File: config.mk
export PLATFORM = sky130hd
export DESIGN_NAME = rom24x8_read_arbiter
export DESIGN_NICKNAME = d
export VERILOG_FILES = /design/src/rtl/rom24_pkg.sv /design/src/rtl/rom24_addr_decode.sv /design/src/rtl/rom24x8_read_arbiter.sv
export SDC_FILE = /design/constraint.sdc
export NUM_CORES = 1
export LEC_CHECK = 0
export BUFFER_PORTS_ARGS = -buffer_cell sky130_fd_sc_hd__buf_2
export CORE_MARGIN = 3
export CORE_UTILIZATION = 45
export DETAILED_ROUTE_END_ITERATION = 8
export PLACE_DENSITY = 0.88
export SLEW_MARGIN = 30
export SYNTH_ARGS = -nofsm -noshare
export SYNTH_HDL_FRONTEND = slang
export SYNTH_SLANG_ARGS = --single-unit
File: constraint.sdc
create_clock -name clk -period 2.8 [get_ports clk]
set_input_delay 0.42 -clock clk [delete_from_list [all_inputs] [get_ports clk]]
set_output_delay 0.42 -clock clk [all_outputs]
set_load 0.01 [all_outputs]
File: src/rtl/rom24_pkg.sv
// Shared types and constants for the 24x8 ROM bank read arbiter.
package rom24_pkg;

    typedef enum logic [1:0] {
        IDLE,
        READ,
        RESP
    } state_t;

    localparam int ROM_DEPTH = 8;
    localparam int NUM_ROMS  = 3;
    localparam int ROM_AW    = 3;

endpackage

File: src/rtl/rom24_addr_decode.sv
// Linear address -> one-hot ROM chip select, local ROM address and out-of-range flag.
module rom24_addr_decode
    import rom24_pkg::*;
#(
    parameter int ADDR_W   = 5,
    parameter int NUM_ROMS = rom24_pkg::NUM_ROMS,
    parameter int ROM_AW   = rom24_pkg::ROM_AW
) (
    input  logic [ADDR_W-1:0]   addr,
    output logic [NUM_ROMS-1:0] cs,
    output logic [ROM_AW-1:0]   addrb,
    output logic                oor
);

    logic [ADDR_W-ROM_AW-1:0] rom_idx;

    always_comb begin
        rom_idx = addr[ADDR_W-1:ROM_AW];
        addrb   = addr[ROM_AW-1:0];
        oor     = (32'(rom_idx) >= NUM_ROMS);
        cs      = '0;
        // an out-of-range index matches no ROM, so cs stays all-zero
        for (int unsigned i = 0; i < NUM_ROMS; i++) begin
            cs[i] = (32'(rom_idx) == i);
        end
    end

endmodule

File: src/rtl/rom24x8_read_arbiter.sv
// Two-requester read arbiter and sequencer for the 24x8 ROM bank.
// Define ROUND_ROBIN_EN for round-robin tie-breaking; otherwise req0 has fixed priority.
module rom24x8_read_arbiter
    import rom24_pkg::*;
#(
    parameter int ADDR_W    = 5,
    parameter int DATA_W    = 8,
    parameter int NUM_ROMS  = rom24_pkg::NUM_ROMS,
    parameter int ROM_DEPTH = rom24_pkg::ROM_DEPTH
) (
    input  logic                       clk,
    input  logic                       rst_n,
    input  logic                       req0,
    input  logic [ADDR_W-1:0]          addr0,
    output logic                       ack0,
    input  logic                       req1,
    input  logic [ADDR_W-1:0]          addr1,
    output logic                       ack1,
    output logic [DATA_W-1:0]          rdata,
    output logic                       err,
    output logic [NUM_ROMS-1:0]        cs,
    output logic [$clog2(ROM_DEPTH)-1:0] addrb,
    output logic                       read_en,
    input  logic [NUM_ROMS*DATA_W-1:0] datab
);

    localparam int LOC_AW = $clog2(ROM_DEPTH);

    state_t              state;
    logic                gnt_id;
    logic                oor_q;
    logic                pick1;
    logic [ADDR_W-1:0]   sel_addr;
    logic [NUM_ROMS-1:0] dec_cs;
    logic [LOC_AW-1:0]   dec_addrb;
    logic                dec_oor;
    logic [DATA_W-1:0]   rd_mux;

`ifdef ROUND_ROBIN_EN
    logic last_gnt;

    // last_gnt holds the id granted most recently; a tie goes to the other one
    always_comb begin
        pick1 = req1 && (!req0 || !last_gnt);
    end
`else
    always_comb begin
        pick1 = !req0;
    end
`endif

    always_comb begin
        sel_addr = pick1 ? addr1 : addr0;
    end

    rom24_addr_decode #(
        .ADDR_W   (ADDR_W),
        .NUM_ROMS (NUM_ROMS),
        .ROM_AW   (LOC_AW)
    ) u_decode (
        .addr  (sel_addr),
        .cs    (dec_cs),
        .addrb (dec_addrb),
        .oor   (dec_oor)
    );

    always_comb begin
        rd_mux = '0;
        for (int unsigned i = 0; i < NUM_ROMS; i++) begin
            rd_mux = rd_mux | (datab[i*DATA_W +: DATA_W] & {DATA_W{cs[i]}});
        end
    end

    always_ff @(posedge clk) begin
        if (!rst_n) begin
            state   <= IDLE;
            ack0    <= 1'b0;
            ack1    <= 1'b0;
            rdata   <= '0;
            err     <= 1'b0;
            cs      <= '0;
            addrb   <= '0;
            read_en <= 1'b0;
            gnt_id  <= 1'b0;
            oor_q   <= 1'b0;
`ifdef ROUND_ROBIN_EN
            last_gnt <= 1'b1;
`endif
        end else begin
            ack0 <= 1'b0;
            ack1 <= 1'b0;
            case (state)
                IDLE: begin
                    if (req0 || req1) begin
                        gnt_id  <= pick1;
                        cs      <= dec_cs;
                        addrb   <= dec_addrb;
                        read_en <= !dec_oor;
                        oor_q   <= dec_oor;
`ifdef ROUND_ROBIN_EN
                        last_gnt <= pick1;
`endif
                        state   <= READ;
                    end
                end
                READ: begin
                    rdata   <= rd_mux;
                    err     <= oor_q;
                    ack0    <= !gnt_id;
                    ack1    <= gnt_id;
                    cs      <= '0;
                    addrb   <= '0;
                    read_en <= 1'b0;
                    state   <= RESP;
                end
                RESP: begin
                    state <= IDLE;
                end
                default: begin
                    state <= IDLE;
                end
            endcase
        end
    end

endmodule

==> impl_results.html, run 1 <==
<table>
<tr><th>Metric</th><th>Value</th></tr>
<tr><th colspan="2">Run status</th></tr>
<tr><td>Run status</td><td>finished, final reports clean</td></tr>
<tr><th colspan="2">Die</th></tr>
<tr><td>Area inside the core boundary</td><td>around 0.0018 mm²</td></tr>
<tr><td>Total die area</td><td>roughly 0.0027 mm²</td></tr>
<tr><td>Starting density of the core</td><td>roughly half</td></tr>
<tr><td>Die Wd</td><td>a little over 50 µm</td></tr>
<tr><td>Boundary Pins</td><td>56</td></tr>
<tr><td>Floorplan row count</td><td>15</td></tr>
<tr><td>Die Height</td><td>about 52 µm</td></tr>
<tr><th colspan="2">Synthesis</th></tr>
<tr><td>Total of flip-flops plus latches after synthesis</td><td>22</td></tr>
<tr><td>Post-synth cell types</td><td>31</td></tr>
<tr><td>Share of the synthesized area in the top cell type</td><td>about 47%</td></tr>
<tr><td>Ys flop type</td><td>sky130_fd_sc_hd__dfxtp_1</td></tr>
<tr><td>Post-Syn Area per Cell</td><td>9.32 µm²</td></tr>
<tr><td>Most used standard cell by instance count after synthesis</td><td>sky130_fd_sc_hd__dfxtp_1</td></tr>
<tr><td>Synth warnings</td><td>0</td></tr>
<tr><td>Sequential cell area fraction in the yosys report</td><td>between 40% and 50%</td></tr>
<tr><td>Async set or reset register ratio after synthesis</td><td>0%</td></tr>
<tr><td>Number of instances in the synthesized netlist</td><td>101</td></tr>
<tr><td>Number of nets in the synthesized netlist</td><td>~140</td></tr>
<tr><td>Leading area contributor after synthesis</td><td>sky130_fd_sc_hd__dfxtp_1</td></tr>
<tr><td>Cell area after synthesis</td><td>approximately 940 µm²</td></tr>
<tr><td>Commonest cells in the synthesized netlist</td><td>sky130_fd_sc_hd__dfxtp_1, sky130_fd_sc_hd__a21oi_1, sky130_fd_sc_hd__o21ai_0</td></tr>
<tr><td>Leading post-synthesis cells by cell area</td><td>sky130_fd_sc_hd__dfxtp_1, sky130_fd_sc_hd__a222oi_1, sky130_fd_sc_hd__a21oi_1</td></tr>
<tr><td>Number of enable-type register cells in the synthesized netlist</td><td>0</td></tr>
<tr><th colspan="2">Cells and area</th></tr>
<tr><td>Syn-to-layout area delta</td><td>33.5%</td></tr>
<tr><td>N_diodes</td><td>0</td></tr>
<tr><td>Filler Cell Count</td><td>around 170</td></tr>
<tr><td>Final design instance area without fill</td><td>0.00126 mm²</td></tr>
<tr><td>Share of cells above drive strength 1</td><td>42.4%</td></tr>
<tr><td>Final layout net count</td><td>190</td></tr>
<tr><td>Combined area of the multi-input logic cells</td><td>449 µm²</td></tr>
<tr><td>Sequential Area</td><td>around 440 µm²</td></tr>
<tr><th colspan="2">Clock tree</th></tr>
<tr><td>Hold buffers post-CTS</td><td>0</td></tr>
<tr><td>Total number of H-tree levels</td><td>1</td></tr>
<tr><td>Cell chosen for the clock root</td><td>sky130_fd_sc_hd__clkbuf_4</td></tr>
<tr><td>CTS clk-pin slew, worst paths</td><td>roughly 0.13 ns</td></tr>
<tr><td>Cts bufs inserted</td><td>3</td></tr>
<tr><td>Clock Path Buffers</td><td>2</td></tr>
<tr><td>CTS tree</td><td>built</td></tr>
<tr><td>Clock sink count</td><td>22</td></tr>
<tr><td>Post-CTS setup buffer count</td><td>0</td></tr>
<tr><td>Source-to-sink clock delay at the later pin of the worst-skew pair</td><td>roughly 0.31 ns</td></tr>
<tr><td>Quantity of gates resized following cts</td><td>0</td></tr>
<tr><th colspan="2">GRT</th></tr>
<tr><td>Global-route wire length before repair</td><td>around 4.0 mm</td></tr>
<tr><td>Via count of the first global-routing pass</td><td>886</td></tr>
<tr><td>GRT met3 Usage</td><td>under 10%</td></tr>
<tr><td>Global routing usage on met1</td><td>a little under a quarter</td></tr>
<tr><td>Pin count of the biggest net entering global routing</td><td>20</td></tr>
<tr><td>Overall Global Routing Usage</td><td>slightly above 20%</td></tr>
<tr><td>Final global-route overflow total</td><td>0</td></tr>
<tr><td>Global-route track usage on met2</td><td>about 36%</td></tr>
<tr><td>Routing layer with the top usage in global route</td><td>met2</td></tr>
<tr><td>Number of antenna violations at the first check in global routing</td><td>0</td></tr>
<tr><th colspan="2">Timing</th></tr>
<tr><td>Slew of the pin with the lowest slew margin</td><td>~0.60 ns</td></tr>
<tr><td>Number of setup violations in the final report</td><td>0</td></tr>
<tr><td>RSZ-0062 raised after global routing</td><td>no</td></tr>
<tr><td>Achievable frequency</td><td>slightly below 0.7 GHz</td></tr>
<tr><td>Final period demand of the worst path</td><td>approximately 1.5 ns</td></tr>
<tr><td>Final critical-path share of the clock period</td><td>between 50% and 60%</td></tr>
<tr><td>Rel. slew slack</td><td>approximately three fifths</td></tr>
<tr><td>Pins over their slew limit</td><td>0</td></tr>
<tr><td>Clock Skews</td><td>approximately 0.014 ns</td></tr>
<tr><td>Setup Total Neg Slack</td><td>0 ns</td></tr>
<tr><td>Hold violation count in the final report</td><td>0</td></tr>
<tr><th colspan="2">Setup path</th></tr>
<tr><td>Critical Path Sink Type</td><td>output port</td></tr>
<tr><td>Worst path required time</td><td>between 2 and 2.5 ns</td></tr>
<tr><td>Biggest fanout along the worst timing path</td><td>10</td></tr>
<tr><td>Worst setup SP type</td><td>register</td></tr>
<tr><td>Slowest cell on the critical path</td><td>sky130_fd_sc_hd__dfxtp_1</td></tr>
<tr><td>Family of cells with the greatest summed delay on the critical path</td><td>flip-flops</td></tr>
<tr><td>Critical path class</td><td>reg -&gt; out</td></tr>
<tr><td>Delay of the slowest critical-path stage</td><td>roughly 0.55 ns</td></tr>
<tr><td>Beginning of the worst register-to-register path</td><td>state[0]</td></tr>
<tr><td>Endpoint arrival time on the critical path</td><td>about 1.1 ns</td></tr>
<tr><td>Number of buffers and inverters on the critical path</td><td>1</td></tr>
<tr><td>Launch point of the worst path</td><td>cs[1]</td></tr>
<tr><td>List of cells traversed by the critical path</td><td>buf_2</td></tr>
<tr><th colspan="2">Power</th></tr>
<tr><td>Power Dens Cells</td><td>just under 600 mW/mm²</td></tr>
<tr><td>Worst supply voltage drop on vdd</td><td>approximately 0.58 mV</td></tr>
<tr><td>Part of the power in registers</td><td>48.8%</td></tr>
<tr><td>Proportion of total power due to net switching</td><td>roughly a quarter</td></tr>
<tr><td>Power Internal</td><td>547 µW</td></tr>
<tr><td>LEAKAGE</td><td>between 0.5 and 0.6 nW</td></tr>
<tr><td>Total Power</td><td>roughly 740 µW</td></tr>
<tr><td>Total net switching power</td><td>188 µW</td></tr>
<tr><td>Part of the power in the clock network</td><td>between 30% and 40%</td></tr>
<tr><td>Fraction of power consumed by combinational cells</td><td>a little under a fifth</td></tr>
<tr><th colspan="2">Worst hold path</th></tr>
<tr><td>Hold path start</td><td>datab[14]</td></tr>
<tr><td>Tightest Hold Check Type</td><td>in -&gt; reg</td></tr>
<tr><th colspan="2">Route</th></tr>
<tr><td>Routed WL per cell</td><td>15.0 µm</td></tr>
<tr><td>First-pass iteration count of the detailed router</td><td>4</td></tr>
<tr><td>Final routed DRC violation total</td><td>0</td></tr>
<tr><td>Number of DRC violations after detailed-routing iteration 0</td><td>57</td></tr>
<tr><td>Avg Vias per Cell</td><td>slightly below 6</td></tr>
<tr><td>Number of nets with antenna violations after detailed routing</td><td>0</td></tr>
<tr><td>Total vias in the final route</td><td>1017</td></tr>
<tr><td>Wire length after detailed routing</td><td>between 2 and 3 mm</td></tr>
<tr><th colspan="2">Place</th></tr>
<tr><td>Port-buffer cells</td><td>between 50 and 60</td></tr>
<tr><td>Estimated wirelength of the detail-placed design</td><td>between 2 and 2.5 mm</td></tr>
<tr><td>Placed standard-cell area</td><td>between 0.001 and 0.0015 mm²</td></tr>
<tr><td>Final estimated routing congestion in global placement</td><td>between 0.8 and 0.9</td></tr>
<tr><th colspan="2">Job</th></tr>
<tr><td>Max-Cap Viols</td><td>0</td></tr>
</table>
-- per-stage QoR --
stage | std cells | utilization (%) | hold slack, ns | setup WS [ns]
after floorplan | 101 | - | 0.417 | 1.53
after global placement | 172 | 65.3 | 0.443 | 1.23
after detailed placement | 172 | 65.3 | 0.446 | 1.07
after CTS | 176 | 68.2 | 0.401 | 1.06
after global routing | 176 | 68.3 | 0.413 | 1.20
final | 176 | 68.3 | 0.401 | 1.32
-- power by group through the flow --
| stage | clock network [mW] | registers (mW) | logic [mW] |
|---|---|---|---|
| 2_1_floorplan | 0 | 0.369 | 0.0747 |
| 6_report | 0.239 | 0.359 | 0.137 |
| 3_3_place_gp | 0 | 0.364 | 0.131 |
| 4_1_cts | 0.246 | 0.358 | 0.137 |
| 3_5_place_dp | 0 | 0.365 | 0.136 |
| 5_1_grt | 0.257 | 0.363 | 0.152 |
-- area by class of cell --
class / count / area share [%]
Clock buffer: 3 / 1.79
Tap cell: 25 / 2.49
Clock inverter: 1 / 2.39
Multi-Input combinational cell: 68 / 35.8
Sequential cell: 22 / 35.1
Timing Repair Buffer: 55 / 21.9
Inverter: 2 / 0.598
-- sequential cells by signal, indices dropped and copies added, names as in the netlist --
name / flops
state: 2
ack0: 1
ack1: 1
cs: 3
addrb: 3
err: 1
oor_q: 1
rdata: 8
gnt_id: 1
read_en: 1
-- metal layers --
metal  routed length, µm  share of wire (%)
met1                 974                 37
met2                1400                 53
met3                 202                7.6
met4                  65                2.5
met5                   0                  0
-- path summary, 6_finish.rpt --
check | cells after the start | endpoint | slack (ns)
setup / recovery | 1 | cs[1] | 1.32
hold / removal | 3 | rdata[6] | 0.40
setup reg to reg | 3 | rdata[3] | 1.38
hold reg to reg | 1 | ack0 | 0.47
-- cell usage in the layout (no fill, tap or decap), drive strengths merged, types with 2 or more instances in the layout --
master  instances
nor2            3
o22ai           2
nand3           6
a21oi          14
and3            2
nand2           4
a222oi          8
a211oi          3
o21ai           9
inv             2
clkbuf          3
dfxtp          22
buf            55
nor3            3
mux2i           4
-- kinds of logic after synthesis --
group	share of synthesized area [%]
muxes	5.45
DFF	46.8
and+or+nand+nor	14.0
buffers and inverters	5.72
AOI/OAI and AO/OA	28.1
(Power assumes the default switching activity.)
==> run 2: changes to the inputs <==
--- a/config.mk
+++ b/config.mk
@@ -7,9 +7,9 @@
 export LEC_CHECK = 0
 export BUFFER_PORTS_ARGS = -buffer_cell sky130_fd_sc_hd__buf_2
 export CORE_MARGIN = 3
-export CORE_UTILIZATION = 45
+export CORE_UTILIZATION = 38
 export DETAILED_ROUTE_END_ITERATION = 8
-export PLACE_DENSITY = 0.88
+export PLACE_DENSITY = 0.79
 export SLEW_MARGIN = 30
 export SYNTH_ARGS = -nofsm -noshare
 export SYNTH_HDL_FRONTEND = slang
==> constraint.sdc (replaced) <==
create_clock -name clk -period 1.24 [get_ports clk]
set_input_delay 0.186 -clock clk [delete_from_list [all_inputs] [get_ports clk]]
set_output_delay 0.186 -clock clk [all_outputs]
set_load 0.01 [all_outputs]
==> run 2 against run 1 <==
Combinational power grew 140%. Via count is 0.20% lower. Setup slack lost 1.2 ns. Sequential power increased by 130%. Die area is 16% higher. Cell count up 3.4%. Utilization down 12 points. Clock-buffer cell count unchanged. Wire length is 1.3% lower. Critical path type is now reg -> reg.
==> impl_results.html, run 2 (synthesized netlist as in run 1, its figures left out) <==
<table>
<tr><th>Metric</th><th>Value</th></tr>
<tr><th colspan="2">Setup path</th></tr>
<tr><td>Worst path required time</td><td>~1.5 ns</td></tr>
<tr><td>Endpoint arrival time on the critical path</td><td>approximately 1.4 ns</td></tr>
<tr><td>Critical path class</td><td>reg -&gt; reg</td></tr>
<tr><td>Beginning of the worst register-to-register path</td><td>state[0]</td></tr>
<tr><td>Worst R2R Path Depth</td><td>4</td></tr>
<tr><td>Critical register-to-register path endpoint</td><td>rdata[2]</td></tr>
<tr><td>Worst setup SP type</td><td>register</td></tr>
<tr><td>Biggest fanout along the worst timing path</td><td>17</td></tr>
<tr><td>Critical Path Sink Type</td><td>register</td></tr>
<tr><td>Reg-to-reg slack, setup</td><td>approximately 0.11 ns</td></tr>
<tr><th colspan="2">Place</th></tr>
<tr><td>Port-buffer cells</td><td>55</td></tr>
<tr><td>Count of placed standard cells including taps</td><td>around 180</td></tr>
<tr><td>Final estimated routing congestion in global placement</td><td>0.882</td></tr>
<tr><td>Estimated wirelength of the detail-placed design</td><td>around 2 mm</td></tr>
<tr><th colspan="2">Cells and area</th></tr>
<tr><td>Commonest cells after routing, fill and taps aside</td><td>sky130_fd_sc_hd__buf_2, sky130_fd_sc_hd__dfxtp_1, sky130_fd_sc_hd__a21oi_1</td></tr>
<tr><td>N_diodes</td><td>0</td></tr>
<tr><td>Fin cells</td><td>~180</td></tr>
<tr><td>Syn-to-layout area delta</td><td>35.1%</td></tr>
<tr><td>Final layout net count</td><td>194</td></tr>
<tr><td>Top reg by flops</td><td>rdata</td></tr>
<tr><td>Most common library cell in the layout ignoring fill and taps</td><td>sky130_fd_sc_hd__buf_2</td></tr>
<tr><td>Largest registers in the final layout</td><td>rdata x8, addrb x3, cs x3</td></tr>
<tr><td>Max reg flops</td><td>8</td></tr>
<tr><td>Share of cells above drive strength 1</td><td>approximately 47%</td></tr>
<tr><th colspan="2">Power</th></tr>
<tr><td>Total Power</td><td>approximately 1.5 mW</td></tr>
<tr><td>LEAKAGE</td><td>between 0.6 and 0.7 nW</td></tr>
<tr><td>Worst supply voltage drop on vdd</td><td>around 0.60 mV</td></tr>
<tr><td>Power Dens Cells</td><td>roughly 1100 mW/mm²</td></tr>
<tr><th colspan="2">Die</th></tr>
<tr><td>Boundary Pins</td><td>56</td></tr>
<tr><td>Floorplan row count</td><td>17</td></tr>
<tr><td>Total die area</td><td>0.00311 mm²</td></tr>
<tr><td>Die Height</td><td>roughly 56 µm</td></tr>
<tr><td>Area inside the core boundary</td><td>between 0.002 and 0.0025 mm²</td></tr>
<tr><td>Starting density of the core</td><td>41.3%</td></tr>
<tr><td>Die Wd</td><td>around 56 µm</td></tr>
<tr><th colspan="2">Route</th></tr>
<tr><td>Avg Vias per Cell</td><td>5.58</td></tr>
<tr><td>Total vias in the final route</td><td>1015</td></tr>
<tr><td>First-pass iteration count of the detailed router</td><td>4</td></tr>
<tr><td>Number of nets with antenna violations after detailed routing</td><td>0</td></tr>
<tr><td>Final routed DRC violation total</td><td>0</td></tr>
<tr><td>Number of DRC violations after detailed-routing iteration 0</td><td>slightly above 60</td></tr>
<tr><td>Wire length after detailed routing</td><td>2.61 mm</td></tr>
<tr><td>Routed WL per cell</td><td>roughly 14 µm</td></tr>
<tr><th colspan="2">Clock tree</th></tr>
<tr><td>CTS tree</td><td>built</td></tr>
<tr><td>Clock Path Buffers</td><td>2</td></tr>
<tr><td>Cell chosen for the clock root</td><td>sky130_fd_sc_hd__clkbuf_4</td></tr>
<tr><td>Source-to-sink clock delay at the later pin of the worst-skew pair</td><td>about 0.3 ns</td></tr>
<tr><td>Post-CTS setup buffer count</td><td>0</td></tr>
<tr><td>Cts bufs inserted</td><td>3</td></tr>
<tr><td>Total number of H-tree levels</td><td>1</td></tr>
<tr><td>Clock sink count</td><td>22</td></tr>
<tr><td>Quantity of gates resized following cts</td><td>1</td></tr>
<tr><td>Hold buffers post-CTS</td><td>0</td></tr>
<tr><td>CTS clk-pin slew, worst paths</td><td>between 0.1 and 0.15 ns</td></tr>
<tr><th colspan="2">GRT</th></tr>
<tr><td>Global-route wire length before repair</td><td>4.22 mm</td></tr>
<tr><td>Via count of the first global-routing pass</td><td>between 900 and 1k</td></tr>
<tr><td>Number of antenna violations at the first check in global routing</td><td>0</td></tr>
<tr><td>Pin count of the biggest net entering global routing</td><td>18</td></tr>
<tr><td>Overall Global Routing Usage</td><td>approximately 17%</td></tr>
<tr><td>Final global-route overflow total</td><td>0</td></tr>
<tr><th colspan="2">Worst hold path</th></tr>
<tr><td>Hold depth</td><td>3</td></tr>
<tr><td>Tightest Hold Check Type</td><td>in -&gt; reg</td></tr>
<tr><td>Endpoint with the worst hold slack</td><td>rdata[7]</td></tr>
<tr><td>Hold path start</td><td>rst_n</td></tr>
<tr><th colspan="2">Job</th></tr>
<tr><td>Max-Cap Viols</td><td>0</td></tr>
<tr><th colspan="2">Timing</th></tr>
<tr><td>Slew of the pin with the lowest slew margin</td><td>0.454 ns</td></tr>
<tr><td>Hold violation count in the final report</td><td>0</td></tr>
<tr><td>Final critical-path share of the clock period</td><td>90.8%</td></tr>
<tr><td>Achievable frequency</td><td>about 0.9 GHz</td></tr>
<tr><td>WHS</td><td>roughly 0.17 ns</td></tr>
<tr><td>Rel. slew slack</td><td>a little over two thirds</td></tr>
<tr><td>Pins over their slew limit</td><td>0</td></tr>
<tr><td>Number of setup violations in the final report</td><td>0</td></tr>
<tr><td>Final period demand of the worst path</td><td>approximately 1.1 ns</td></tr>
<tr><td>RSZ-0062 raised after global routing</td><td>yes</td></tr>
<tr><td>Clock Skews</td><td>approximately 0.0067 ns</td></tr>
<tr><th colspan="2">Run status</th></tr>
<tr><td>Run status</td><td>finished, final reports clean</td></tr>
</table>
## run 2: cell count changes in the layout (fill, tap and decap cells not counted), sizes merged
| cell | change |
|---|---|
| buf | +4 |
| bufinv | -1 |
## run 2: layout make-up
cell class,instances,area (µm²)
repair buffers,59,305
well taps,28,35.0
multi-input cells,68,454
clock buffers,3,22.5
flip-flops and latches,22,447
inverters,2,7.51
fillers,202,1000
## run 2: metal layers
| layer | routed length (µm) | share of wire, % | vias up | global-route usage (%) |
|---|---|---|---|---|
| met3 | 180 | 6.9 | 2 | 3.25 |
| met2 | 1400 | 53 | 41 | 29.6 |
| met5 | 0 | 0 | - | 0 |
| met4 | 13 | 0.50 | 0 | 7.99 |
| li1 | - | - | 500 | - |
| met1 | 1020 | 39 | 472 | 18.8 |
## run 2: per-stage QoR
stage | setup slack [ns] | instance area (µm²) | util [%] | TNS (ns)
floorplan | 0.172 | 941 | - | 0
global placement | 0.111 | 1230 | 54.3 | 0
detailed placement | 0.0748 | 1230 | 54.3 | 0
CTS | 0.000380 | 1260 | 55.3 | 0
global route | -0.00401 | 1270 | 55.9 | -0.00401
finish | 0.114 | 1270 | 55.9 | 0
## run 2: how the worst max path moves through the flow
stage / start / to / slack [ns] / depth (start not counted)
floorplan: state[0] / cs[2] / 0.17 / 2
global placement: req0 / cs[2] / 0.11 / 4
finish: state[0] / rdata[2] / 0.11 / 4
global route: state[0] / rdata[1] / -0.004 / 4
detailed placement: state[0] / cs[1] / 0.07 / 3
CTS: cs[0] / cs[0] / 0.0004 / 1
## run 2: critical path, stage by stage (launching register included)
cell and delay [ns]:
sky130_fd_sc_hd__dfxtp_2 0.42, sky130_fd_sc_hd__nor2b_1 0.20, sky130_fd_sc_hd__buf_4 0.22, sky130_fd_sc_hd__o21ai_0 0.10, sky130_fd_sc_hd__a21oi_1 0.12
## run 2: power by group
group          internal (mW)  leakage (nW)  switching, mW
registers              0.767         0.183         0.0478
clock network          0.113        0.0138          0.196
logic                  0.158         0.410          0.169
